## config.mk

```make
export PLATFORM = sky130hd
export DESIGN_NAME = fetch_unit
export DESIGN_NICKNAME = d
export VERILOG_FILES = /design/src/rtl/fetch_unit.sv
export SDC_FILE = /design/constraint.sdc
export NUM_CORES = 1
export LEC_CHECK = 0
export BUFFER_PORTS_ARGS = -buffer_cell sky130_fd_sc_hd__buf_2
export CORE_AREA = 2 2 120 210
export CTS_CLUSTER_SIZE = 20
export DETAILED_ROUTE_END_ITERATION = 8
export DIE_AREA = 0 0 122 212
export PLACE_DENSITY = 0.88
export SETUP_SLACK_MARGIN = 0.2
export SKIP_CTS_REPAIR_TIMING = 1
export SLEW_MARGIN = 10
export SYNTH_ARGS = -nofsm -noshare
export SYNTH_HDL_FRONTEND = slang
export SYNTH_SLANG_ARGS = --single-unit
```

## constraint.sdc

```tcl
create_clock -name clk -period 5.3 [get_ports clk]
set_clock_uncertainty 0.05 [all_clocks]
set_input_delay 1.06 -clock clk [delete_from_list [all_inputs] [get_ports clk]]
set_output_delay 1.06 -clock clk [all_outputs]
set_load 0.01 [all_outputs]
```

## src/rtl/fetch_unit.sv

```systemverilog
// Instruction fetch stage: owns PC/IR, fetches over a req/ready
// handshake with timeout, decodes fields and computes the next PC.
module fetch_unit #(
  parameter logic [31:0] RESET_PC  = 32'h00000000,
  parameter logic [31:0] NOP_INSTR = 32'h00000013,
  parameter int          TIMEOUT   = 15
) (
  input  logic        clk,
  input  logic        reset,
  input  logic        fetch_req,
  input  logic        pc_load,
  input  logic        select_jal,
  input  logic        select_jalr,
  input  logic        branch_taken,
  input  logic [31:0] imm,
  input  logic [31:0] rs1_val,
  output logic        imem_req,
  output logic [31:0] imem_addr,
  input  logic        imem_ready,
  input  logic [31:0] imem_rdata,
  output logic [31:0] pc,
  output logic [31:0] ir_pc,
  output logic [31:0] pc_plus4,
  output logic [31:0] ir,
  output logic [6:0]  opcode,
  output logic [4:0]  rd,
  output logic [4:0]  rs1,
  output logic [4:0]  rs2,
  output logic [2:0]  funct3,
  output logic [6:0]  funct7,
  output logic        ir_valid,
  output logic        busy,
  output logic        fetch_fault
);

  typedef enum logic [1:0] {
    IDLE = 2'd0,
    REQ  = 2'd1,
    DONE = 2'd2
  } state_t;

  localparam logic [31:0] TO_LAST = 32'(TIMEOUT - 1);

  state_t      state_q;
  logic [31:0] pc_q;
  logic [31:0] ir_pc_q;
  logic [31:0] ir_q;
  logic [31:0] addr_q;
  logic [31:0] cnt_q;
  logic        fault_q;
  logic [31:0] redir_d;
  logic        hs;
  logic        to_hit;

  assign hs     = (state_q == REQ) && imem_ready;
  assign to_hit = (TIMEOUT != 0) && (cnt_q == TO_LAST);

  // Redirect target; jalr has priority over jal/branch.
  always_comb begin
    redir_d = ir_pc_q + 32'd4;
    if (select_jalr)
      redir_d = (rs1_val + imm) & 32'hFFFF_FFFE;
    else if (select_jal || branch_taken)
      redir_d = ir_pc_q + imm;
  end

  // Fetch FSM plus PC/IR state; pc_load overrides handshake PC.
  always_ff @(posedge clk or posedge reset) begin
    if (reset) begin
      state_q <= IDLE;
      pc_q    <= RESET_PC;
      ir_pc_q <= RESET_PC;
      ir_q    <= NOP_INSTR;
      addr_q  <= '0;
      cnt_q   <= '0;
      fault_q <= 1'b0;
    end else begin
      unique case (state_q)
        IDLE: begin
          if (fetch_req) begin
            if (pc_q[1:0] == 2'b00) begin
              addr_q  <= pc_q;
              cnt_q   <= '0;
              state_q <= REQ;
            end else begin
              ir_q    <= NOP_INSTR;
              ir_pc_q <= pc_q;
              fault_q <= 1'b1;
              state_q <= DONE;
            end
          end
        end
        REQ: begin
          if (imem_ready) begin
            ir_q    <= imem_rdata;
            ir_pc_q <= addr_q;
            fault_q <= 1'b0;
            state_q <= DONE;
          end else if (to_hit) begin
            ir_q    <= NOP_INSTR;
            fault_q <= 1'b1;
            state_q <= DONE;
          end else begin
            cnt_q <= cnt_q + 32'd1;
          end
        end
        DONE: state_q <= IDLE;
        default: state_q <= IDLE;
      endcase
      if (pc_load)
        pc_q <= redir_d;
      else if (hs)
        pc_q <= addr_q + 32'd4;
    end
  end

  assign imem_req    = (state_q == REQ);
  assign imem_addr   = addr_q;
  assign ir_valid    = (state_q == DONE);
  assign busy        = (state_q != IDLE);
  assign fetch_fault = fault_q;
  assign pc          = pc_q;
  assign ir_pc       = ir_pc_q;
  assign ir          = ir_q;
  assign pc_plus4    = ir_pc_q + 32'd4;
  assign opcode      = ir_q[6:0];
  assign rd          = ir_q[11:7];
  assign funct3      = ir_q[14:12];
  assign rs1         = ir_q[19:15];
  assign rs2         = ir_q[24:20];
  assign funct7      = ir_q[31:25];

endmodule

```

==> flow_summary.ini, run 1 <==
[status]
status = complete, no violations

[grt]
grt_pass1_vias = 11500
grt_max_degree = 164
grt-ovfl-total = 0
grt_pass1_wl_um = 60400
antenna_found_initial = 0
grt_use_total_pct = 29.8

[critical_path]
crit_path_end_kind = primary output
arrival_ns = 3.19
startpoint_type = register
worstPathRequired_ns = 4.19
cp_max_fo = 7
reg2reg_to = pc[30]
reg2reg_from = ir_pc[0]
reg2regPathDepth = 11
path_class = reg2out
rrSetupSlack_ns = 1.88

[clocking]
path_clk_slew_ns = 0.07
numClockSinks = 163
root_buffer = clkbuf_16
cts_tree = done
clk_path_buf_depth = 2
clk_latency_ns = 0.44
htree_levels = 4
cts-buffers-inserted = 17

[route]
met2_length_um = 18900
drt_first_pass_iters = 7
wl_per_cell_um = 19.6
viasPerCell = 5.93
drt_wl_total_um = 38700
num_vias = 11700
drc = 0
m1WireLength_um = 14700
dr.max_layer_used = met4
wl_met3_um = 2560
ant_nets = 0
drt-initial-drc-count = 1029

[pwr]
ir_worst_vdd_mv = 0.394
sw_frac_of_total_pct = 47.7
pwr-share-seq_pct = 31.2
power.internal_uw = 4060
comb_power_share_pct = 52.6
clockPowerShare_pct = 16.2
switching_power_uw = 3690
power.density_mw_per_mm2 = 559
leakage_uw = 0.00663

[place]
dp_hpwl_um = 29700
dp_cells = 1948
gp_congestion = 0.974
port_buffers = 299

[timing]
tns_ns = 0
rsz0062_at_grt = false
finalHoldViolations = 0
fin_crit_ns = 4.30
worst_slew_pin_slew_ns = 1.13
hold_slack_ns = 0.445
maxSlewViolCount = 0
setup_violations = 0
max_slew_margin_pct = 24.8
fin_crit_sh_pct = 81.1
fmax_mhz = 233

[min_path]
whs_path_depth = 1
min-delay-start = fetch_fault
hold_class = reg2reg
hold-path-endpoint = fetch_fault

[yosys]
ys_types = 73
ys_seq_elements = 163
synth_area_mm2 = 0.0117
synthCells = 1417
synth-edff-count = 0
synth_nets = 1588
seq_area_frac_synth_pct = 34.8
ys_async_sr_fraction_pct = 100
synth-main-ff-cell = dfrtp_1
syn_avg_cell_area_um2 = 8.28
ys_warn_count = 0

[floorplan]
rows = 76
die_x_um = 122
start_util_pct = 48.4
die_h_um = 212
die_area_mm2 = 0.0259
core_area_mm2 = 0.0242
boundaryPins = 300

[finish]
drive_gt1_share_pct = 22.3
synthToLayoutAreaGrowth_pct = 18.1
fin_cells = 1981
nNetsFinal = 1826
n_fill_cell = 2237

[flow_run]
maxCapViolCount = 0
## cells in the final DEF, fill, tap and decap left out, types with 12 or more instances in the layout
| cell | instances |
|---|---|
| a21o_1 | 22 |
| xnor2_1 | 66 |
| nand2_1 | 242 |
| a22o_1 | 31 |
| nand3_1 | 37 |
| xor2_1 | 66 |
| nor2_1 | 135 |
| o21ai_0 | 68 |
| or3_1 | 12 |
| a21oi_1 | 92 |
| nand4_1 | 32 |
| clkbuf_16 | 17 |
| and2_1 | 13 |
| and3_1 | 18 |
| a31oi_1 | 44 |
| dfrtp_1 | 160 |
| a211oi_1 | 23 |
| inv_1 | 32 |
| o211ai_1 | 15 |
| buf_2 | 299 |
| ha_1 | 65 |
## state kept, by name, summed over array words and instances, names as in the netlist
signal       count
imem_addr       32
ir              32
ir_pc           32
fetch_fault      1
cnt_q           32
pc              32
state_q          2
## power groups by stage
stage               combinational (uW)  clock [uW]  sequential, uW
floorplan                         2550           0            2410
global placement                  3950           0            2390
detailed placement                4020           0            2410
CTS                               4040        1270            2400
global route                      4480        1320            2490
finish                            4080        1250            2420
## worst max path at each step
| stage | start | end | slack (ns) | cells after the start |
|---|---|---|---|---|
| 5_1_grt | ir_pc[2] | pc_plus4[28] | 0.85 | 7 |
| 2_1_floorplan | imm[0] | pc[30] | 1.64 | 11 |
| 6_report | ir_pc[2] | pc_plus4[30] | 1.00 | 7 |
| 4_1_cts | ir_pc[2] | pc_plus4[30] | 1.07 | 7 |
| 3_3_place_gp | imm[0] | pc[30] | 1.21 | 12 |
| 3_5_place_dp | imm[0] | pc[30] | 1.16 | 12 |
## cells in the mapped netlist, types with 5 or more instances
library cell  instances  area share (%)
o21a_1                7            0.45
nor4_1               10            0.53
o21ai_1               5            0.21
or3_1                12            0.64
nor3_1               11            0.47
nand3_1              37             1.6
inv_1                33             1.1
and2_1               13            0.69
nor2_1              138             4.4
nand2_1             242             7.7
dfrtp_1             160              34
xnor2_1              66             4.9
and3_1               19             1.0
a21oi_1              92             3.9
a31o_2                7            0.52
mux2i_1               6            0.51
a22o_1               31             2.3
nor2b_1               5            0.27
a221o_1               5            0.43
nand4_1              32             1.7
ha_1                 65             6.9
nand2b_1              7            0.37
o21ai_0              68             2.9
o21bai_1             11            0.70
and4_1                7            0.52
buf_4                34             2.2
a21o_1               22             1.4
xor2_1               66             4.9
clkbuf_1             54             1.7
a31oi_1              44             2.3
a211oi_1             23             1.5
o211ai_1             15            0.96
## layer usage
metal	vias up	GRT usage (%)
li1	5501	-
met1	5562	36.0
met2	539	49.4
met3	144	4.43
met4	0	18.9
met5	-	0
## cell type report
class / instances / area (um^2) / area share (%)
Clock buffer: 19 / 443 / 3.19
Antenna cell: 1 / 2.50 / 0.0180
Multi-Input combinational cell: 1127 / 7070 / 51.0
Sequential cell: 163 / 4080 / 29.4
Clock inverter: 13 / 150 / 1.08
Timing Repair Buffer: 309 / 1580 / 11.4
Inverter: 37 / 143 / 1.03
Tap cell: 312 / 390 / 2.82
## worst max-delay path: stages, from the launching register on
cell,delay [ns]
dfrtp_1,0.46
ha_1,0.27
nand3_1,0.25
nor4_1,0.86
and4_1,0.37
and3_1,0.18
xor2_1,0.19
buf_2,0.16
## through the flow
stage | cell area (um^2) | util, % | worst slack [ns] | power, uW
2_1_floorplan | 11700 | - | 1.64 | 4960
3_5_place_dp | 13300 | 54.7 | 1.16 | 6420
3_3_place_gp | 13300 | 54.7 | 1.21 | 6350
4_1_cts | 13900 | 57.2 | 1.07 | 7710
5_1_grt | 13900 | 57.2 | 0.853 | 8280
6_report | 13900 | 57.2 | 1.00 | 7750
## logic make-up after synthesis
family                     Yosys count  share of synthesized area (%)
adders and majority gates           67                           7.27
and+or+nand+nor                    547                           20.9
DFF                                163                           34.8
muxes                                6                          0.512
xor gates and xnor gates           132                           9.85
buffers and inverters              127                           5.15
AOI/OAI and AO/OA                  375                           21.5
No activity file was read; power rests on OpenSTA's default activity.
==> inputs of run 2 (changes only) <==
==> constraint.sdc (replaced) <==
create_clock -name clk -period 3.5 [get_ports clk]
set_clock_uncertainty 0.05 [all_clocks]
set_input_delay 0.7 -clock clk [delete_from_list [all_inputs] [get_ports clk]]
set_output_delay 0.7 -clock clk [all_outputs]
set_load 0.01 [all_outputs]
==> run 2 against run 1 <==
Compared with the run above: total power up 58%; register-to-register slack got worse by 1.7 ns; combinational power rose by 67%; count of clock-buffer cells in the layout fell by 1; die area stayed put; sequential share of layout area down 1.4 points; first-iteration DRC count decreased by 5.7%; clock power up 42%.
==> flow_summary.ini, run 2 (synthesis gave the netlist of run 1 again) <==
[timing]
tns_ns = 0
fin_crit_sh_pct = 94.6
finalHoldViolations = 0
worst_slew_pin_slew_ns = 1.04
fmax_mhz = 302
rsz0062_at_grt = true
setup_violations = 0
fin_crit_ns = 3.31
max_slew_margin_pct = 30.6
maxSlewViolCount = 0

[flow_run]
maxCapViolCount = 0

[floorplan]
core_area_mm2 = 0.0242
die_h_um = 212
die_area_mm2 = 0.0259
die_x_um = 122
rows = 76
start_util_pct = 48.4
boundaryPins = 300

[finish]
drive_gt1_share_pct = 27.4
final_common_cell = buf_2
nNetsFinal = 1904
final_util_pct = 60.2
final_cell_mix = buf_2, nand2_1, dfrtp_1, nor2_1, a21oi_1
synthToLayoutAreaGrowth_pct = 24.4

[route]
drc = 0
viasPerCell = 5.91
drt_first_pass_iters = 6
ant_nets = 0
num_vias = 12200
drt_wl_total_um = 39600
drt-initial-drc-count = 970
wl_per_cell_um = 19.2

[status]
status = complete, no violations

[clocking]
path_clk_slew_ns = 0.07
htree_levels = 4
cts_tree = done
numClockSinks = 163
clk_path_buf_depth = 2
clk_latency_ns = 0.45
cts-buffers-inserted = 17
root_buffer = clkbuf_16

[grt]
grt_use_total_pct = 30.3
grt_max_degree = 43
grt_pass1_vias = 11700
grt-ovfl-total = 0
antenna_found_initial = 1
grt_pass1_wl_um = 60900

[pwr]
leakage_uw = 0.00701
switching_power_uw = 5790
ir_worst_vdd_mv = 0.478
clockPowerShare_pct = 14.5
power.density_mw_per_mm2 = 837
comb_power_share_pct = 55.7
sw_frac_of_total_pct = 47.4
pwr-share-seq_pct = 29.8
power.internal_uw = 6430

[critical_path]
crit_chain = ha_2, nand3_4, nor4_2, buf_4, and4_4, and3_1, xor2_2, buf_2
slowest_delay_ns = 0.42
arrival_ns = 2.56
worstPathRequired_ns = 2.75
cp_max_fo = 6
path_class = reg2out
crit_path_end_kind = primary output
startpoint_type = register
critPathSlowestCell = dfrtp_2

[place]
port_buffers = 299
dp_hpwl_um = 30700
gp_congestion = 0.991

[min_path]
hold_class = in2async
## run 2: cell types whose count changed in the layout (fill, tap and decap cells not counted), moves of 3 or more
cell | before | now
buf_4 | 9 | 84
clkinvlp_4 | 2 | 5
dfrtp_1 | 160 | 151
dfrtp_2 | 0 | 9
xnor2_1 | 66 | 63
xnor2_2 | 0 | 3
## run 2: path summary, 6_finish.rpt
| check | slack, ns | to | startpoint | cells after the start |
|---|---|---|---|---|
| setup / recovery | 0.19 | pc_plus4[30] | ir_pc[2] | 8 |
| hold / removal | 0.32 | cnt_q[9] | reset | 2 |
| setup reg to reg | 0.21 | pc[24] | ir_pc[0] | 14 |
| hold reg to reg | 0.45 | fetch_fault | fetch_fault | 1 |
| max in group asynchronous | 2.30 | ir_pc[5] | reset | 3 |
| min in group clk | 0.42 | ir[12] | imem_rdata[12] | 2 |
## run 2: worst max-delay path, delay by kind of cell (launching register included)
| kind | cells | cell delay (ns) |
|---|---|---|
| adders and majority gates | 1 | 0.24 |
| xor gates and xnor gates | 1 | 0.18 |
| DFF | 1 | 0.42 |
| buffers and inverters | 2 | 0.35 |
| and+or+nand+nor | 4 | 0.91 |
## run 2: power groups by stage
stage	logic, uW	registers (uW)	clock network (uW)
final	6810	3640	1780
after global routing	7420	3710	1880
after CTS	6420	3590	1800
after detailed placement	6380	3600	0
after global placement	6260	3590	0
after floorplan	3860	3640	0
## run 2: stage by stage
step,std cells,total power [uW],setup WS [ns],instance area [um^2],hold WS (ns)
after floorplan,1417,7510,0.202,11700,0.459
after global placement,2007,9850,-0.0561,13700,0.423
after detailed placement,2007,9980,-0.133,13700,0.447
after CTS,2039,11800,-0.106,14300,0.332
after global routing,2059,13000,0.0945,14600,0.377
final,2059,12200,0.190,14600,0.324
## run 2: area by class of cell
class	instances	area, um^2
clock buffer	18	429
fill	2121	9650
sequential	163	4090
clock inverter	14	128
tap	312	390
multi-input combinational	1127	7220
antenna	1	2.50
inverter	37	143
timing repair buffer	387	2200
## run 2: routing by layer
layer / vias to the layer above / global-route usage, % / wire length (um)
met2: 601 / 51.0 / 19500
met5: - / 0 / 0
li1: 5657 / - / -
met3: 153 / 5.26 / 2880
met1: 5765 / 35.3 / 14700
met4: 0 / 19.2 / 2590
==> inputs of run 3 (changes only) <==
--- a/config.mk
+++ b/config.mk
@@ -6,14 +6,15 @@
 export NUM_CORES = 1
 export LEC_CHECK = 0
 export BUFFER_PORTS_ARGS = -buffer_cell sky130_fd_sc_hd__buf_2
-export CORE_AREA = 2 2 120 210
+export CORE_AREA = 2 2 203 125
 export CTS_CLUSTER_SIZE = 20
 export DETAILED_ROUTE_END_ITERATION = 8
-export DIE_AREA = 0 0 122 212
+export DIE_AREA = 0 0 205 127
 export PLACE_DENSITY = 0.88
+export REMOVE_ABC_BUFFERS = 1
 export SETUP_SLACK_MARGIN = 0.2
 export SKIP_CTS_REPAIR_TIMING = 1
-export SLEW_MARGIN = 10
+export SLEW_MARGIN = 20
 export SYNTH_ARGS = -nofsm -noshare
 export SYNTH_HDL_FRONTEND = slang
 export SYNTH_SLANG_ARGS = --single-unit
==> run 3 against run 2 <==
Compared with the run above: fmax up 1.1%; critical path depth is the same; register-to-register slack better by 0.11 ns; sequential power increased by 1%; global-route usage rose by 1.0 points; design area decreased by 0.36%; clock power rose by 13%; largest power group unchanged.
==> flow_summary.ini, run 3 (synthesis gave the netlist of run 1 again) <==
[clocking]
clk_path_buf_depth = 2
path_clk_slew_ns = 0.06
cts-buffers-inserted = 17
numClockSinks = 163
htree_levels = 4
cts_tree = done
root_buffer = clkbuf_16
clk_latency_ns = 0.42

[timing]
rsz0062_at_grt = true
hold_slack_ns = 0.304
worst_slew_pin_slew_ns = 0.744
setup_violations = 0
fin_crit_sh_pct = 93.6
max_slew_margin_pct = 50.4
finalHoldViolations = 0
fmax_mhz = 305
worst_slack_ns = 0.225
fin_crit_ns = 3.28
maxSlewViolCount = 0
tns_ns = 0

[route]
ant_nets = 0
drt_first_pass_iters = 6
wl_per_cell_um = 20.4
drc = 0
viasPerCell = 5.99
drt_wl_total_um = 41900
drt-initial-drc-count = 1344
num_vias = 12300

[critical_path]
reg2reg_from = ir_pc[8]
startpoint_type = register
reg2regPathDepth = 11
arrival_ns = 2.53
worstPathRequired_ns = 2.75
crit_path_end_kind = primary output
path_class = reg2out
startpoint = ir_pc[9]
cp_max_fo = 4

[grt]
grt-ovfl-total = 0
grt_max_degree = 71
grt_pass1_wl_um = 63000
grt_use_total_pct = 31.3
antenna_found_initial = 0
grt_pass1_vias = 11200

[status]
status = complete, no violations

[place]
detailedPlace.worstSlack_ns = -0.171
dp_hpwl_um = 31800
port_buffers = 299
gp_congestion = 1.01

[floorplan]
core_area_mm2 = 0.0240
rows = 44
start_util_pct = 48.9
die_h_um = 127
die_area_mm2 = 0.0260
boundaryPins = 300
die_x_um = 205

[min_path]
hold_class = in2async

[pwr]
p_total_uw = 12600
leakage_uw = 0.00697
ir_worst_vdd_mv = 0.449
power.density_mw_per_mm2 = 867

[finish]
n_fill_cell = 2074
final_util_pct = 60.6
antenna_cells = 0
synthToLayoutAreaGrowth_pct = 23.9
nNetsFinal = 1891
final_cell_mix = buf_2, nand2_1, dfrtp_1, nor2_1, a21oi_1
drive_gt1_share_pct = 27.1
final_common_cell = buf_2

[flow_run]
maxCapViolCount = 0
run 3: cell types whose count changed in the layout (fill, tap and decap cells not counted), sizes merged, moves of 2 or more:
cell | before | now
buf | 387 | 374
bufinv | 0 | 4
clkbuf | 18 | 21
clkinvlp | 5 | 2
clkinv | 8 | 6
inv | 38 | 36
run 3: area by class of cell:
type                            instances  area (um^2)  area share, %
Inverter                               37          144          0.989
Tap cell                              322          403           2.77
Clock inverter                         11          175           1.20
Multi-Input combinational cell       1127         7190           49.4
Clock buffer                           21          470           3.23
Timing Repair Buffer                  374         2060           14.2
Sequential cell                       163         4100           28.2
run 3: per-stage QoR:
step           area [um^2]  cells
2_1_floorplan        11300   1327
3_3_place_gp         13600   1996
3_5_place_dp         13600   1996
4_1_cts              14200   2028
5_1_grt              14500   2055
6_report             14500   2055
run 3: layer usage:
metal | track usage, % | up-vias | wire length (um) | share of wire, %
li1 | - | 5615 | - | -
met1 | 46.2 | 5884 | 18200 | 43
met2 | 46.0 | 761 | 17700 | 42
met3 | 8.60 | 53 | 5310 | 13
met4 | 6.52 | 0 | 687 | 1.6
met5 | 0 | - | 0 | 0
run 3: critical path: stages (launching register included):
cell     delay, ns
dfrtp_2       0.40
and3_4        0.21
nand4_1       0.18
nor4_2        0.31
buf_4         0.17
and4_2        0.27
and3_1        0.21
xor2_2        0.18
buf_2         0.17
run 3: path summary, 6_finish.rpt:
kind                            slack, ns           end
worst max-delay path                 0.22  pc_plus4[30]
worst min-delay path                 0.30     cnt_q[14]
worst max register to register       0.32        pc[30]
worst min register to register       0.47        ir[11]
max in group asynchronous            2.14     ir_pc[19]
min in group clk                     0.45        ir[29]
run 3: where the power goes:
part	internal, uW	switching [uW]
sequential	2590	1090
combinational	2870	4050
clock	1260	766
total	6710	5910
